`config.mk`:
```
export PLATFORM = sky130hd
export DESIGN_NAME = axi_config_wr
export DESIGN_NICKNAME = d
export VERILOG_FILES = /design/src/rtl/axi_config_wr_pkg.sv /design/src/rtl/axi_config_wr.sv
export SDC_FILE = /design/constraint.sdc
export NUM_CORES = 1
export LEC_CHECK = 0
export CORE_MARGIN = 5
export CORE_UTILIZATION = 50
export CTS_BUF_LIST = sky130_fd_sc_hd__clkbuf_4 sky130_fd_sc_hd__clkbuf_8 sky130_fd_sc_hd__clkbuf_16
export DETAILED_ROUTE_END_ITERATION = 8
export PLACE_DENSITY = 0.9
export SYNTH_ARGS = -nofsm -noshare
export SYNTH_HDL_FRONTEND = slang
export SYNTH_SLANG_ARGS = --single-unit
```
`constraint.sdc`:
```
create_clock -name clk -period 3.5 [get_ports clk]
set_clock_uncertainty 0.1 [all_clocks]
set_input_delay 0.7 -clock clk [delete_from_list [all_inputs] [get_ports clk]]
set_output_delay 0.7 -clock clk [all_outputs]
set_load 0.005 [all_outputs]
```
`src/rtl/axi_config_wr_pkg.sv`:
```
// Shared encodings for the AXI config register write/read slaves:
// FSM states, BRESP codes and AXI burst types.
package axi_config_wr_pkg;

  typedef enum logic [1:0] {
    IDLE = 2'd0,
    DATA = 2'd1,
    RESP = 2'd2
  } state_t;

  localparam logic [1:0] BRESP_OKAY   = 2'b00;
  localparam logic [1:0] BRESP_SLVERR = 2'b10;

  localparam logic [1:0] BURST_FIXED = 2'b00;
  localparam logic [1:0] BURST_INCR  = 2'b01;
  localparam logic [1:0] BURST_WRAP  = 2'b10;
  localparam logic [1:0] BURST_RSVD  = 2'b11;

endpackage

```
`src/rtl/axi_config_wr.sv`:
```
// AXI4 write slave: one burst at a time, one registered register-write strobe per W beat,
// one B response per burst. All outputs registered; W beats are counted, wlast only flags errors.
module axi_config_wr
  import axi_config_wr_pkg::*;
#(
  parameter int ADDR_WIDTH   = 32,
  parameter int DATA_WIDTH   = 32,
  parameter int STRB_WIDTH   = DATA_WIDTH / 8,
  parameter int ID_WIDTH     = 8,
  parameter int AWUSER_WIDTH = 1,
  parameter int BUSER_WIDTH  = 1,
  parameter int ADDR_INCR    = 4
) (
  input  logic                    clk,
  input  logic                    rst_n,
  input  logic [ID_WIDTH-1:0]     s_axi_awid,
  input  logic [ADDR_WIDTH-1:0]   s_axi_awaddr,
  input  logic [7:0]              s_axi_awlen,
  input  logic [2:0]              s_axi_awsize,
  input  logic [1:0]              s_axi_awburst,
  input  logic                    s_axi_awlock,
  input  logic [3:0]              s_axi_awcache,
  input  logic [2:0]              s_axi_awprot,
  input  logic [3:0]              s_axi_awqos,
  input  logic [3:0]              s_axi_awregion,
  input  logic [AWUSER_WIDTH-1:0] s_axi_awuser,
  input  logic                    s_axi_awvalid,
  output logic                    s_axi_awready,
  input  logic [DATA_WIDTH-1:0]   s_axi_wdata,
  input  logic [STRB_WIDTH-1:0]   s_axi_wstrb,
  input  logic                    s_axi_wlast,
  input  logic                    s_axi_wvalid,
  output logic                    s_axi_wready,
  output logic [ID_WIDTH-1:0]     s_axi_bid,
  output logic [1:0]              s_axi_bresp,
  output logic [BUSER_WIDTH-1:0]  s_axi_buser,
  output logic                    s_axi_bvalid,
  input  logic                    s_axi_bready,
  output logic                    wr,
  output logic [ADDR_WIDTH-1:0]   waddr,
  output logic [DATA_WIDTH-1:0]   wdata,
  output logic [STRB_WIDTH-1:0]   wstrb
);

  state_t                state, state_nxt;
  logic [ID_WIDTH-1:0]   id_q;
  logic [ADDR_WIDTH-1:0] addr_q;
  logic [7:0]            cnt_q;
  logic                  fixed_q;
  logic                  err_q;
  logic                  aw_hs, w_hs, b_hs, last_beat, beat_err;
  logic                  unused_sideband;

  assign unused_sideband = ^{s_axi_awsize, s_axi_awlock, s_axi_awcache, s_axi_awprot,
                             s_axi_awqos, s_axi_awregion, s_axi_awuser};

  assign s_axi_buser = '0;
  assign aw_hs       = s_axi_awvalid & s_axi_awready;
  assign w_hs        = s_axi_wvalid & s_axi_wready;
  assign b_hs        = s_axi_bvalid & s_axi_bready;
  assign last_beat   = (cnt_q == 8'd0);
  // wlast must be high exactly on the counted final beat
  assign beat_err    = s_axi_wlast ^ last_beat;

  always_ff @(posedge clk or negedge rst_n) begin
    if (!rst_n) state <= IDLE;
    else        state <= state_nxt;
  end

  always_comb begin
    state_nxt = state;
    unique case (state)
      IDLE:    if (aw_hs) state_nxt = DATA;
      DATA:    if (w_hs && last_beat) state_nxt = RESP;
      RESP:    if (b_hs) state_nxt = IDLE;
      default: state_nxt = IDLE;
    endcase
  end

  // Handshake readies and bvalid are registered copies of the next state.
  always_ff @(posedge clk or negedge rst_n) begin
    if (!rst_n) begin
      s_axi_awready <= 1'b0;
      s_axi_wready  <= 1'b0;
      s_axi_bvalid  <= 1'b0;
      s_axi_bid     <= '0;
      s_axi_bresp   <= BRESP_OKAY;
      wr            <= 1'b0;
      waddr         <= '0;
      wdata         <= '0;
      wstrb         <= '0;
      id_q          <= '0;
      addr_q        <= '0;
      cnt_q         <= '0;
      fixed_q       <= 1'b0;
      err_q         <= 1'b0;
    end else begin
      s_axi_awready <= (state_nxt == IDLE);
      s_axi_wready  <= (state_nxt == DATA);
      s_axi_bvalid  <= (state_nxt == RESP);
      wr            <= w_hs;
      if (aw_hs) begin
        id_q    <= s_axi_awid;
        addr_q  <= s_axi_awaddr;
        cnt_q   <= s_axi_awlen;
        fixed_q <= (s_axi_awburst == BURST_FIXED);
        // WRAP and reserved bursts are written with INCR addressing but answered SLVERR
        err_q   <= (s_axi_awburst == BURST_WRAP) || (s_axi_awburst == BURST_RSVD);
      end
      if (w_hs) begin
        waddr <= addr_q;
        wdata <= s_axi_wdata;
        wstrb <= s_axi_wstrb;
        cnt_q <= cnt_q - 8'd1;
        err_q <= err_q | beat_err;
        if (!fixed_q) addr_q <= addr_q + ADDR_WIDTH'(ADDR_INCR);
        if (last_beat) begin
          s_axi_bid   <= id_q;
          s_axi_bresp <= (err_q | beat_err) ? BRESP_SLVERR : BRESP_OKAY;
        end
      end
    end
  end

endmodule

```
==> flow_summary.ini <==
[worst_setup_path]
cp-startpoint = s_axi_wvalid
crit_path_max_fanout = 35
r2r_cells = 4
cp_top_family = buffers and inverters
path_depth = 5
cp-start-kind = input pin
path_class = input pin to register
cp-end-kind = register
critPathBufInv = 2
worst_ep_required_time_ns = 3.69
cp.arrival_ns = 2.73
rrSetupSlack_ns = 1.03
slowest_delay_ns = 0.54
r2r_end = s_axi_bid[6]
path_cells = clkdlybuf4s50_1 -> nand2_2 -> inv_2 -> nand3_1 -> mux2_2
worst_path_max_delay_cell = nand3_1
endpoint = s_axi_bid[6]
r2r_start = cnt_q[2]

[route]
drtIter0Drc = 412
drt-total-wl_um = 17200
num_vias = 5510
dr.pass1.iters = 5
drt-vias-per-instance = 5.61
ant_nets = 0
drc = 0
wire_per_inst_um = 17.5

[grt]
grt_pass1_vias = 5634
grt_pass1_wl_um = 28000
grt_usage_pct = 24.4
grt-ovfl-total = 0
antenna_found_initial = 0
grt_max_degree = 118

[die]
core-area_mm2 = 0.0115
die_w_um = 119
die-height_um = 119
die_area_mm2 = 0.0141
fp-row-count = 39
initial_utilization_pct = 51.4
num_io_pins = 195

[sta]
finalHoldViolCount = 0
fin_crit_sh_pct = 72.5
setup_viol = 0
rsz0062_at_grt = false
tightestPinTransition_ns = 1.06
max-slew-margin-rel_pct = 29.4
maxSlewViolCount = 0
setup_tns_ns = 0
clock.fmax_ghz = 0.394
hold_slack_ns = 0.342
min_period_ns = 2.54

[layout]
antenna_cells = 0
synthToLayoutAreaGrowth_pct = 41.9
num-nets-final = 941
instances_no_fill = 982
n_fill_cell = 789
drive_gt1_share_pct = 7.99

[synthesis]
ys_warn_count = 0
synth_adder_area_share_pct = 0.637
netlist_instances = 661
ys_seq_area_share_pct = 56.5
avgSynthCellArea_um2 = 8.91
synthXorXnorAreaFrac_pct = 0.149
yosysUniqueCellTypes = 56
synth_edf_count = 0
yosys_register_bits = 133
async_reset_ff_share_pct = 100
synth_top_flop_cell = dfrtp_1
synth.area.mux_share_pct = 1.70
synth_area_mm2 = 0.00589
synth_compound_area_share_pct = 9.83
synthSimpleGateAreaFrac_pct = 27.8
synth_top_family_by_area = simple AND/OR/NAND/NOR gates

[cts]
cts_max_level = 4
numCtsBuffers = 17
post_cts_buffers = 0
clockBufferDepth = 2
cts_resized = 0
cts_hold_buf = 0
cts_tree = yes
clk-insertion-delay-late_ns = 0.42
cts-root-buf = clkbuf_16
clk_pin_slew_ns = 0.06
cts_sinks = 133

[placement]
portBuffers = 172
dp.cells = 950
hpwl_um = 11400
gp_congestion = 0.882

[worst_hold_path]
hold_path_class = input pin to asynchronous set/reset pin

[outcome]
outcome = finished, final reports clean

[power]
cellLeakagePower_nw = 3.88
vdd_drop_max_mv = 0.511
p_per_area_mw_per_mm2 = 859

[run]
timing.max_cap.violations = 0
## cell families after synthesis
family | after synthesis
simple gates | 381
flops | 133
buf+inv | 45
xor+xnor | 1
fa+ha+maj | 3
other cells | 1
mux | 9
compound gates | 88
## sequential cells by signal, indices dropped and copies added (netlist names)
register       cells
s_axi_wready       1
wdata             32
id_q               8
cnt_q              8
waddr             32
wr                 1
wstrb              4
s_axi_bvalid       1
state              2
fixed_q            1
addr_q            32
s_axi_bid          8
s_axi_bresp        1
s_axi_awready      1
err_q              1
## power breakdown
| part | internal [W] | switching [W] | leakage [nW] | total (W) |
|---|---|---|---|---|
| Combinational | 0.00127 | 0.00124 | 1.99 | 0.00251 |
| Sequential | 0.00219 | 0.000548 | 1.57 | 0.00274 |
| Clock | 0.00129 | 0.000648 | 0.317 | 0.00194 |
| Total | 0.00475 | 0.00243 | 3.88 | 0.00718 |
## worst min-delay path by stage
stage / from / to / slack (ns)
global placement: id_q[2] / id_q[2] / 0.35
floorplan: rst_n / addr_q[0] / 0.30
global route: waddr[28] / waddr[28] / 0.39
CTS: waddr[28] / waddr[28] / 0.38
finish: rst_n / waddr[6] / 0.34
detailed placement: waddr[28] / waddr[28] / 0.36
## stage by stage
stage / area [um^2] / total power (W) / setup WS, ns / utilization (%)
6_report: 8360 / 0.00718 / 0.962 / 72.9
5_1_grt: 8360 / 0.00762 / 0.866 / 72.9
4_1_cts: 8360 / 0.00720 / 0.989 / 72.9
3_5_place_dp: 7710 / 0.00521 / 0.604 / 67.2
3_3_place_gp: 7710 / 0.00504 / 0.679 / 67.2
2_1_floorplan: 5900 / 0.00386 / 1.45 / -
## layout make-up
class | count | area [um^2] | share of cell area, %
Inverter | 8 | 30.0 | 0.359
Clock buffer | 24 | 503 | 6.02
Multi-Input combinational cell | 484 | 2370 | 28.4
Clock inverter | 8 | 145 | 1.74
Sequential cell | 133 | 3330 | 39.8
Tap cell | 143 | 179 | 2.14
Timing Repair Buffer | 182 | 1800 | 21.5
## cell usage after synthesis (all sizes together), types with 2 or more instances
cell / number / area [um^2]
nand3: 16 / 85.1
or4: 2 / 22.5
o32ai: 3 / 26.3
or3: 2 / 17.5
a21oi: 23 / 119
nor4: 9 / 86.3
nand2: 266 / 998
ha: 3 / 37.5
dfrtp: 133 / 3330
o22ai: 4 / 25.0
inv: 8 / 30.0
and3: 3 / 18.8
nand2b: 2 / 12.5
o221a: 2 / 22.5
a31oi: 5 / 31.3
nor3: 17 / 90.1
o211ai: 3 / 22.5
clkbuf: 28 / 106
a22oi: 3 / 22.5
and4: 4 / 35.0
a211oi: 6 / 45.0
nor2: 48 / 180
mux2: 8 / 90.1
nor2b: 2 / 12.5
o311ai: 2 / 17.5
buf: 9 / 58.8
o21ai: 17 / 85.1
a311oi: 4 / 35.0
a21boi: 5 / 37.5
o31ai: 4 / 30.0
nand4: 5 / 43.8
## layer usage
layer	up-vias	global-route usage [%]	wire, um
li1	2534	-	-
met3	24	8.74	1620
met1	2671	28.9	6510
met4	0	8.86	260
met5	-	0	0
met2	281	41.0	8810
## cells in the final DEF (no fill, tap or decap), types with 3 or more instances in the layout
| cell | n |
|---|---|
| a21boi_0 | 5 |
| o21ai_0 | 17 |
| a31oi_1 | 5 |
| nand3_1 | 15 |
| a22oi_1 | 3 |
| and4_1 | 4 |
| nor3_1 | 16 |
| and3_1 | 3 |
| nor2_1 | 48 |
| inv_1 | 7 |
| o32ai_1 | 3 |
| a21oi_1 | 22 |
| clkbuf_16 | 17 |
| o31ai_1 | 4 |
| clkbuf_8 | 4 |
| o211ai_1 | 3 |
| o22ai_1 | 4 |
| nand4_1 | 3 |
| clkbuf_4 | 3 |
| clkdlybuf4s50_1 | 171 |
| a211oi_1 | 6 |
| bufinv_16 | 4 |
| nor4_1 | 7 |
| ha_1 | 3 |
| buf_4 | 10 |
| dfrtp_1 | 133 |
| mux2_2 | 8 |
| a311oi_1 | 4 |
| nand2_1 | 265 |
Note: power is estimated with default switching activity, not from simulation.
